<file path="config.mk">
export PLATFORM = sky130hd
export DESIGN_NAME = epc_bus_ctl
export DESIGN_NICKNAME = d
export VERILOG_FILES = /design/src/rtl/epc_pkg.sv /design/src/rtl/epc_decode.sv /design/src/rtl/epc_bus_ctl.sv
export SDC_FILE = /design/constraint.sdc
export NUM_CORES = 1
export LEC_CHECK = 0
export CORE_AREA = 2 2 494 496
export DETAILED_ROUTE_END_ITERATION = 10
export DIE_AREA = 0 0 496 498
export GPL_TIMING_DRIVEN = 0
export PLACE_DENSITY = 0.35
export SYNTH_ARGS = -nofsm -noshare
export SYNTH_HDL_FRONTEND = slang
export SYNTH_HIERARCHICAL = 1
export SYNTH_SLANG_ARGS = --single-unit
export TNS_END_PERCENT = 1
</file>
<file path="constraint.sdc">
create_clock -name clk -period 2.81 [get_ports clk]
set_input_delay 0.4215 -clock clk [delete_from_list [all_inputs] [get_ports clk]]
set_output_delay 0.4215 -clock clk [all_outputs]
set_load 0.005 [all_outputs]
</file>
<file path="src/rtl/epc_pkg.sv">
// rtl/epc_pkg.sv - shared FSM type, error word, region-index field and bit-order helper for the EPC bus
package epc_pkg;

  typedef enum logic [1:0] {ST_IDLE, ST_ISSUE, ST_WAIT, ST_DONE} epc_state_e;

  localparam logic [31:0] EPC_ERR_WORD = 32'hDEADBEEF;
  localparam int REG_IDX_MSB = 15;
  localparam int REG_IDX_LSB = 8;
  localparam int REG_IDX_W   = REG_IDX_MSB - REG_IDX_LSB + 1;

  // EPC numbers bit 0 as the MSB; the numeric value is kept, only the index order flips
  function automatic logic [31:0] epc_to_le(input logic [0:31] v);
    logic [31:0] r;
    for (int i = 0; i < 32; i++) r[31-i] = v[i];
    return r;
  endfunction

endpackage

</file>
<file path="src/rtl/epc_decode.sv">
// rtl/epc_decode.sv - combinational EPC address decode to {valid, region index, one-hot select}
module epc_decode
  import epc_pkg::*;
#(
  parameter int N_REGION = 32
) (
  input  logic [31:REG_IDX_LSB] addr,
  output logic                  valid,
  output logic [REG_IDX_W-1:0]  idx,
  output logic [N_REGION-1:0]   onehot
);

  assign idx    = addr[REG_IDX_MSB:REG_IDX_LSB];
  assign valid  = (addr[31:REG_IDX_MSB+1] == '0) && (32'(idx) < N_REGION);
  assign onehot = valid ? (N_REGION'(1) << idx) : '0;

endmodule

</file>
<file path="src/rtl/epc_bus_ctl.sv">
// rtl/epc_bus_ctl.sv - EPC slave to shared register bus controller with address-error and ack-timeout handling
// Optional ack timeout in WAIT is enabled by defining EPC_BUS_CTL_TIMEOUT_EN.
module epc_bus_ctl
  import epc_pkg::*;
#(
  parameter int          N_REGION = 32,
  parameter int          TIMEOUT  = 8,
  parameter logic [31:0] ERR_WORD = EPC_ERR_WORD
) (
  input  logic                  clk,
  input  logic                  rst_n,
  input  logic [0:31]           epc_addr,
  input  logic                  epc_ads,
  input  logic                  epc_cs_n,
  input  logic                  epc_rnw,
  input  logic [0:3]            epc_be,
  input  logic [0:31]           epc_wdata,
  output logic [0:31]           epc_rdata,
  output logic                  epc_rdy,
  output logic [5:0]            reg_addr,
  output logic [31:0]           reg_wdata,
  output logic [3:0]            reg_be,
  output logic [N_REGION-1:0]   reg_wr_stb,
  output logic [N_REGION-1:0]   reg_rd_stb,
  input  logic [N_REGION*32-1:0] reg_rdata,
  input  logic [N_REGION-1:0]   reg_ack,
  output logic [15:0]           err_cnt
);

  epc_state_e             state;
  logic                   rnw_q;
  logic [REG_IDX_W-1:0]   idx_q;
  logic [N_REGION-1:0]    sel_q;
  logic [31:2]            addr_w;
  logic                   dec_valid;
  logic [REG_IDX_W-1:0]   dec_idx;
  logic [N_REGION-1:0]    dec_onehot;
  logic                   ack_hit;
  logic [31:0]            sel_rdata;
`ifdef EPC_BUS_CTL_TIMEOUT_EN
  logic [3:0]             tmo_cnt;
`endif

  assign addr_w = 30'(epc_to_le(epc_addr) >> 2);

  epc_decode #(.N_REGION(N_REGION)) u_decode (
    .addr   (addr_w[31:REG_IDX_LSB]),
    .valid  (dec_valid),
    .idx    (dec_idx),
    .onehot (dec_onehot)
  );

  // Only the selected region's ack counts; strays from other regions are masked off
  assign ack_hit = |(reg_ack & sel_q);

  always_comb begin
    sel_rdata = '0;
    for (int i = 0; i < N_REGION; i++)
      if (i == 32'(idx_q)) sel_rdata = reg_rdata[i*32 +: 32];
  end

  always_ff @(posedge clk or negedge rst_n) begin
    if (!rst_n) begin
      state      <= ST_IDLE;
      rnw_q      <= 1'b0;
      idx_q      <= '0;
      sel_q      <= '0;
      reg_addr   <= '0;
      reg_wdata  <= '0;
      reg_be     <= '0;
      reg_wr_stb <= '0;
      reg_rd_stb <= '0;
      epc_rdy    <= 1'b0;
      epc_rdata  <= '0;
      err_cnt    <= '0;
`ifdef EPC_BUS_CTL_TIMEOUT_EN
      tmo_cnt    <= '0;
`endif
    end else begin
      reg_wr_stb <= '0;
      reg_rd_stb <= '0;
      epc_rdy    <= 1'b0;
      case (state)
        ST_IDLE: begin
          if (epc_ads && !epc_cs_n) begin
            rnw_q     <= epc_rnw;
            idx_q     <= dec_idx;
            sel_q     <= dec_onehot;
            reg_addr  <= addr_w[7:2];
            reg_wdata <= epc_to_le(epc_wdata);
            reg_be    <= epc_be;
`ifdef EPC_BUS_CTL_TIMEOUT_EN
            tmo_cnt   <= '0;
`endif
            if (!dec_valid) begin
              state     <= ST_DONE;
              epc_rdy   <= 1'b1;
              epc_rdata <= epc_rnw ? ERR_WORD : 32'd0;
              err_cnt   <= (err_cnt == 16'hFFFF) ? err_cnt : err_cnt + 16'd1;
            end else begin
              state <= ST_ISSUE;
              if (epc_rnw) reg_rd_stb <= dec_onehot;
              else         reg_wr_stb <= dec_onehot;
            end
          end
        end
        ST_ISSUE, ST_WAIT: begin
          if (epc_cs_n) begin
            state <= ST_IDLE;
          end else if (ack_hit) begin
            state     <= ST_DONE;
            epc_rdy   <= 1'b1;
            epc_rdata <= rnw_q ? sel_rdata : 32'd0;
          end else begin
`ifdef EPC_BUS_CTL_TIMEOUT_EN
            if (state == ST_WAIT && tmo_cnt == 4'(TIMEOUT)) begin
              state     <= ST_DONE;
              epc_rdy   <= 1'b1;
              epc_rdata <= rnw_q ? ERR_WORD : 32'd0;
              err_cnt   <= (err_cnt == 16'hFFFF) ? err_cnt : err_cnt + 16'd1;
            end else begin
              state   <= ST_WAIT;
              tmo_cnt <= tmo_cnt + 4'd1;
            end
`else
            state <= ST_WAIT;
`endif
          end
        end
        ST_DONE: state <= ST_IDLE;
        default: state <= ST_IDLE;
      endcase
    end
  end

endmodule

</file>
### Yosys cells after proc, flatten, opt, wreduce, memory -nomap -nowiden

Cells that the tools add are included.

| operators by class | value |
|---|---|
| add/sub/neg operators | 1 |
| equality and inequality tests | 39 |
| shift-type cells | 1 |
| reductions and logical operators | 12 |
| magnitude comparators | 1 |
| multiplexer cells | 58 |
| bitwise operators | 3 |

Operators by type and width:

| kind | count |
|---|---|
| $mux W32 | 47 |
| $eq A5 B8 Y1 const A | 16 |
| $eq A4 B8 Y1 const A | 8 |
| $pmux W32 S2 | 1 |
| $and A32 B32 Y32 | 1 |
| $eq A3 B8 Y1 const A | 4 |
| $reduce_or A32 Y1 | 1 |
| $shl A1 B8 Y32 const A | 1 |
| $add A16 B1 Y16 const B | 1 |
| $eq A16 B16 Y1 const B | 1 |
| $eq A2 B8 Y1 const A | 2 |
| $logic_not A16 Y1 | 1 |
| $eq A1 B8 Y1 const A | 1 |
| $logic_not A8 Y1 | 1 |
| $lt A8 B6 Y1 const B | 1 |
| $ne A2 B2 Y1 const B | 4 |
| $mux W2 | 3 |
| $pmux W2 S3 | 1 |
| $mux W1 | 5 |
| $reduce_and A5 Y1 | 1 |
| $eq A2 B2 Y1 const B | 2 |
| $reduce_and A4 Y1 | 1 |
| $eq A2 B1 Y1 const B | 1 |
| $logic_and A1 B1 Y1 | 2 |
| 7 further kinds | 8 |

| word-level totals | value |
|---|---|
| register bits after elaboration | 198 |
| input bits | 1,129 |
| output and inout port bits | 155 |

### Depth between registers and ports, before layout

Gate-level depths: netlist of run 1.

| logic depth | value |
|---|---|
| word-level depth | 37 |
| mapped depth | 12 |

### Hierarchy

The synthesis of run 1 kept the hierarchy.

Modules (own cells, without submodules):

| module | sequential area each (µm²) | area each (µm²) | times used | cells each |
|---|---|---|---|---|
| epc_bus_ctl | 4,954.8 | 17,150.2 | 1 | 2,000 |
| epc_decode | 0.0 | 422.9 | 1 | 65 |

### Worst setup path before layout of run 1

OpenSTA, ideal clock, no wires.

| timing path | value |
|---|---|
| path kind | input to register |
| start | in epc_addr[12] (netlist name) |
| end | reg epc_rdata[3] (netlist name) |
| setup time | 140 ps |
| setup slack | 14 ps |
| required time | 2,670 ps |
| stages on the path | 12 |
| arrival time | 2,656 ps |
| cell sequence | nor4_4 > nand4_1 > nor4_1 > nor3b_1 > o21bai_1 > or2_2 > o22a_1 > clkbuf_1 > clkbuf_1 > a21oi_1 > a21oi_1 > a31oi_1 |

| between the ends | value |
|---|---|
| longest elaborated chain between the ends | 4 |

Ends and longest elaborated chain:

| what | line | source |
|---|---|---|
| from (decl) | epc_bus_ctl.sv:12 | `input logic [0:31] epc_addr,` |
| $logic_not A16 Y1 | epc_decode.sv:14 | `assign valid = (addr[31:REG_IDX_MSB+1] == '0) && (32'(idx) < N_REGION);` |
| $logic_and A1 B1 Y1 | epc_decode.sv:14 |  |
| net dec_valid | epc_bus_ctl.sv:35 | `logic dec_valid;` |
| $ne A2 B2 Y1 (no source line) | -- |  |
| $reduce_and A5 Y1 (no source line) | -- |  |
| to (signal assigned) | epc_bus_ctl.sv:98 | `epc_rdata <= epc_rnw ? ERR_WORD : 32'd0;` |
| to (signal assigned) | epc_bus_ctl.sv:113 | `epc_rdata <= rnw_q ? sel_rdata : 32'd0;` |
| to (decl) | epc_bus_ctl.sv:18 | `output logic [0:31] epc_rdata,` |

The timed path passes the listed nets, and every way through them passes these cells.
A chain may end at the register's enable or synchronous reset.

### Worst setup path after layout of run 1

| timing path | value |
|---|---|
| start | reg idx_q[1] |
| end | reg epc_rdata[14] (netlist name) |

| between the ends | value |
|---|---|
| longest elaborated chain between the ends | 37 |

Ends and longest elaborated chain:

| what | line | source |
|---|---|---|
| from (decl) | epc_bus_ctl.sv:32 | `logic [REG_IDX_W-1:0] idx_q;` |
| from (signal assigned) | epc_bus_ctl.sv:87 | `idx_q <= dec_idx;` |
| $logic_not A8 Y1 | epc_bus_ctl.sv:59 | `if (i == 32'(idx_q)) sel_rdata = reg_rdata[i*32 +: 32];` |
| $mux W32 (31 in series) | epc_bus_ctl.sv:59 |  |
| $mux W32 * | epc_bus_ctl.sv:59 |  |
| $mux W32 * | epc_bus_ctl.sv:113 |  |
| $mux W32 * | epc_bus_ctl.sv:110 | `end else if (ack_hit) begin` |
| $mux W32 * | epc_bus_ctl.sv:108 | `if (epc_cs_n) begin` |
| $pmux W32 S2 * | epc_bus_ctl.sv:83 | `case (state)` |

Mark *: on every way between the ends. The rest lies on a longest branch, timed or not. The select of a mux whose other input is x is not followed.

==> metrics.md, run 1 <==
| Metric | Value |
|---|---|
| Synth warnings | `6` |
| Max-cap viol count | `0` |
| Slowest cell delay on critical path | `0.76 ns` |
| TritonCTS clock tree | `built` |
| CTS H-tree lvls | `4` |
| Crit path DAT | `about 4.0 ns` |
| Part of the Yosys area used for sequential elements | `0.282` |
| Initial core utilization | `0.0727` |
| Register Area | `just under 5000 sq um` |
| Switch Pwr | `roughly 20 mW` |
| GRT Util Overall | `0.283` |
| Cell depth of the worst flop-to-flop path | `10` |
| Async set-reset flop share out of synthesis | `1.00` |
| Largest net degree at the start of global routing | `just under 90` |
| CP Cell Sequence | `buf_6 > buf_12 > buf_8 > buf_8 > buf_8 > mux2i_1 > a21oi_1 > o21ai_0 > a41oi_2 > mux2_4` |
| Syn_nets | `about 3200` |
| Combinational cell fraction of total power | `0.794` |
| Nets | `4593` |
| Area of the multi-input gates | `13000 sq um` |
| Routed Antenna Nets | `0` |
| Fin. Hold Viols | `0` |
| Most frequent cells in the layout | `clkdlybuf4s50_1, dfrtp_1, a21oi_1` |
| Worst-Margin Slew | `1.09 ns` |
| Placer Congestion | `0.952` |
| I/O pins | `approximately 1300` |
| Layout area overhead | `123%` |
| EDFF count, synth | `0` |
| Final Cycle Share | `1.25` |
| Synth unique cells | `between 80 and 90` |
| Minimum clock period | `around 3.5 ns` |
| Pleak | `13.7 nW` |
| First-pass detailed-route iteration total | `6` |
| First-iteration detailed-routing DRC count | `2840` |
| Grt ovf | `0` |
| Crit Path Category | `flop to flop` |
| Peak VDD IR | `about 0.51 mV` |
| Slowest CP cell | `a21oi_1` |
| Final instance area | `approximately 40000 sq um` |
| Vias | `roughly 29000` |
| Utilization after layout | `0.162` |
| Power Dens Cells | `about 850 nW/um^2` |
| FF+latch count, synth | `a little under 200` |
| DP Cell Count | `6584` |
| Vias in the first global route | `around 28000` |
| Die X | `about 500 um` |
| Clock latency on the worst-skew pair | `between 0.5 and 0.6 ns` |
| Total die area | `between 200000 and 250000 sq um` |
| Drt total wl | `363000 um` |
| CTS Buffer Depth | `2` |
| Crit start category | `flop` |
| Flop pwr share | `0.121` |
| Int Pwr | `roughly 13 mW` |
| Cell Area, Synth | `around 18000 sq um` |
| Core area | `~240000 sq um` |
| Number of core rows | `between 150 and 200` |
| Syn Area/Cell | `between 8 and 9 sq um` |
| DP Area | `35100 sq um` |
| CP dominant cell by count | `buf_8` |
| Commonest non-fill, non-tap cell in the layout | `clkdlybuf4s50_1` |
| Worst Path Max Fanout | `10` |
| Worst setup EP type | `flop` |
| Final setup fails | `32` |
| Synth Instances | `a little over 2000` |
| Clk sinks | `198` |
| RSZ-0062 raised after global routing | `true` |
| Filler-free cell count of the finished design | `6816` |
| Wire length per cell | `between 50 and 60 um` |
| Worst hold path type | `input port to asynchronous set/reset pin` |
| Dominant synthesized flop cell | `dfrtp_1` |
| CP top delay family | `compound AO/OA/AOI/OAI gates` |
| Sw Ratio | `0.603` |
| Number of buffers added on ports | `~1300` |
| Tot Pwr | `between 30 and 40 mW` |
| Root Buffer | `clkbuf_16` |
| Fin worst setup slack | `-0.696 ns` |
| DRC viols | `0` |
| Fillers | `27400` |
| Violated checks | `setup timing` |
| Die Span Y | `498 um` |
| WP buf/inv | `5` |
| Clk network pwr share | `0.085` |
| Num CTS Buffers | `17` |
| Req. time, crit path | `between 3 and 4 ns` |
| Global-route wire length before repair | `424000 um` |
| WP depth | `10` |
| Final Slew Violations | `0` |
| Slew margin rel. | `0.276` |
| Final HPWL DP | `between 300000 and 400000 um` |
| FMAX | `285 MHz` |
| Antenna violations before repair | `381` |
| Layout cells sized above 1 | `0.208` |
| Status | `complete, but fails checks` |
| Clock skew | `between 0.02 and 0.03 ns` |
| Clock slew at reported path FFs | `0.10 ns` |
| Via density | `4.22` |
cell families after synthesis:
family          after synthesis  synth area share
compound gates              755             0.290
xor+xnor                     15           0.00748
fa+ha+maj                     3           0.00214
buf+inv                     220            0.0587
flops                       198             0.282
mux                         225             0.166
simple gates                649             0.194
worst paths after layout:
path,from,to,slack (ns)
hold / removal,rst_n,reg_rd_stb[16],0.37
setup / recovery,idx_q[1],epc_rdata[14],-0.70
min in group clk,reg_rdata[971],epc_rdata[20],0.47
setup reg to reg,idx_q[1],epc_rdata[14],-0.70
max in group asynchronous,rst_n,reg_wdata[22],1.48
hold reg to reg,epc_rdata[11],epc_rdata[11],0.50
cells in the mapped netlist, types with 25 or more instances:
cell type | n | area (sq um)
nand2_1 | 139 | 522
buf_2 | 86 | 430
and2_1 | 69 | 432
mux2i_1 | 59 | 591
o22ai_1 | 44 | 275
nor3_1 | 39 | 195
o21ai_0 | 144 | 721
dfrtp_1 | 198 | 4950
a221oi_1 | 26 | 228
mux2_2 | 125 | 1410
a31oi_1 | 30 | 188
o221ai_1 | 25 | 219
clkbuf_1 | 78 | 293
a22oi_1 | 95 | 713
mux4_2 | 41 | 923
nand3_1 | 67 | 335
a21oi_1 | 172 | 861
nand4_1 | 38 | 238
nor2_1 | 161 | 604
power groups by stage:
stage / combinational, mW / sequential (mW) / clock, mW
after floorplan: 7.19 / 3.93 / 0
after global placement: 22.8 / 4.04 / 0
after detailed placement: 23.2 / 4.06 / 0
after CTS: 26.2 / 4.03 / 2.99
after global routing: 26.4 / 4.12 / 3.04
final: 26.5 / 4.04 / 2.83
metal layers:
metal | share of wire | routed length [um] | vias up | global-route usage
met1 | 0.35 | 127000 | 14400 | 0.298
met2 | 0.47 | 170000 | 2314 | 0.473
met5 | 0.0043 | 1550 | - | 0
met4 | 0.070 | 25400 | 230 | 0.162
met3 | 0.11 | 39000 | 829 | 0.118
li1 | - | - | 11000 | -
sequential cells by signal (all words and copies together), names as in the netlist:
name / cells
idx_q: 8
reg_be: 4
reg_wr_stb: 32
epc_rdata: 32
reg_addr: 6
epc_rdy: 1
reg_wdata: 32
reg_rd_stb: 32
err_cnt: 16
rnw_q: 1
sel_q: 32
state: 2
metrics by stage:
step           worst slack, ns  hold slack (ns)  setup TNS [ns]
2_1_floorplan           0.0141            0.126               0
3_3_place_gp             -9.67            0.477        -2299.50
3_5_place_dp             -3.39            0.380         -183.78
4_1_cts                 -0.585            0.340          -13.83
5_1_grt                 -0.569            0.402          -14.57
6_report                -0.696            0.374          -14.68
final cells by class:
class / instances / share of cell area
clock inverters: 13 / 0.00357
well taps: 3202 / 0.102
multi-input cells: 1647 / 0.333
flip-flops and latches: 198 / 0.127
repair buffers: 1383 / 0.355
clock buffers: 19 / 0.0116
plain buffers: 196 / 0.0576
inverters: 18 / 0.00172
diodes: 140 / 0.00894
repair_timing:
action	in CTS	in global routing
hold endpoints to repair	44	0
endpoints found under the setup margin	135	46
buffers inserted	57	8
hold buffers	1	0
pin swaps	51	16
resized for setup	625	53
No activity file was read; power rests on OpenSTA's default activity.
==> run 2, diff against run 1 <==
--- a/config.mk
+++ b/config.mk
@@ -6,6 +6,7 @@
 export NUM_CORES = 1
 export LEC_CHECK = 0
 export CORE_AREA = 2 2 494 496
+export CTS_CLUSTER_SIZE = 8
 export DETAILED_ROUTE_END_ITERATION = 10
 export DIE_AREA = 0 0 496 498
 export GPL_TIMING_DRIVEN = 0
==> results of run 2 <==
The final DEF is identical to that of run 1; final timing and power are the same.
==> run 3, diff against run 2 <==
--- a/config.mk
+++ b/config.mk
@@ -5,6 +5,7 @@
 export SDC_FILE = /design/constraint.sdc
 export NUM_CORES = 1
 export LEC_CHECK = 0
+export ABC_CLOCK_PERIOD_IN_PS = 2810
 export CORE_AREA = 2 2 494 496
 export CTS_CLUSTER_SIZE = 8
 export DETAILED_ROUTE_END_ITERATION = 10
==> results of run 3 <==
The final DEF is identical to that of run 1; final timing and power are the same.
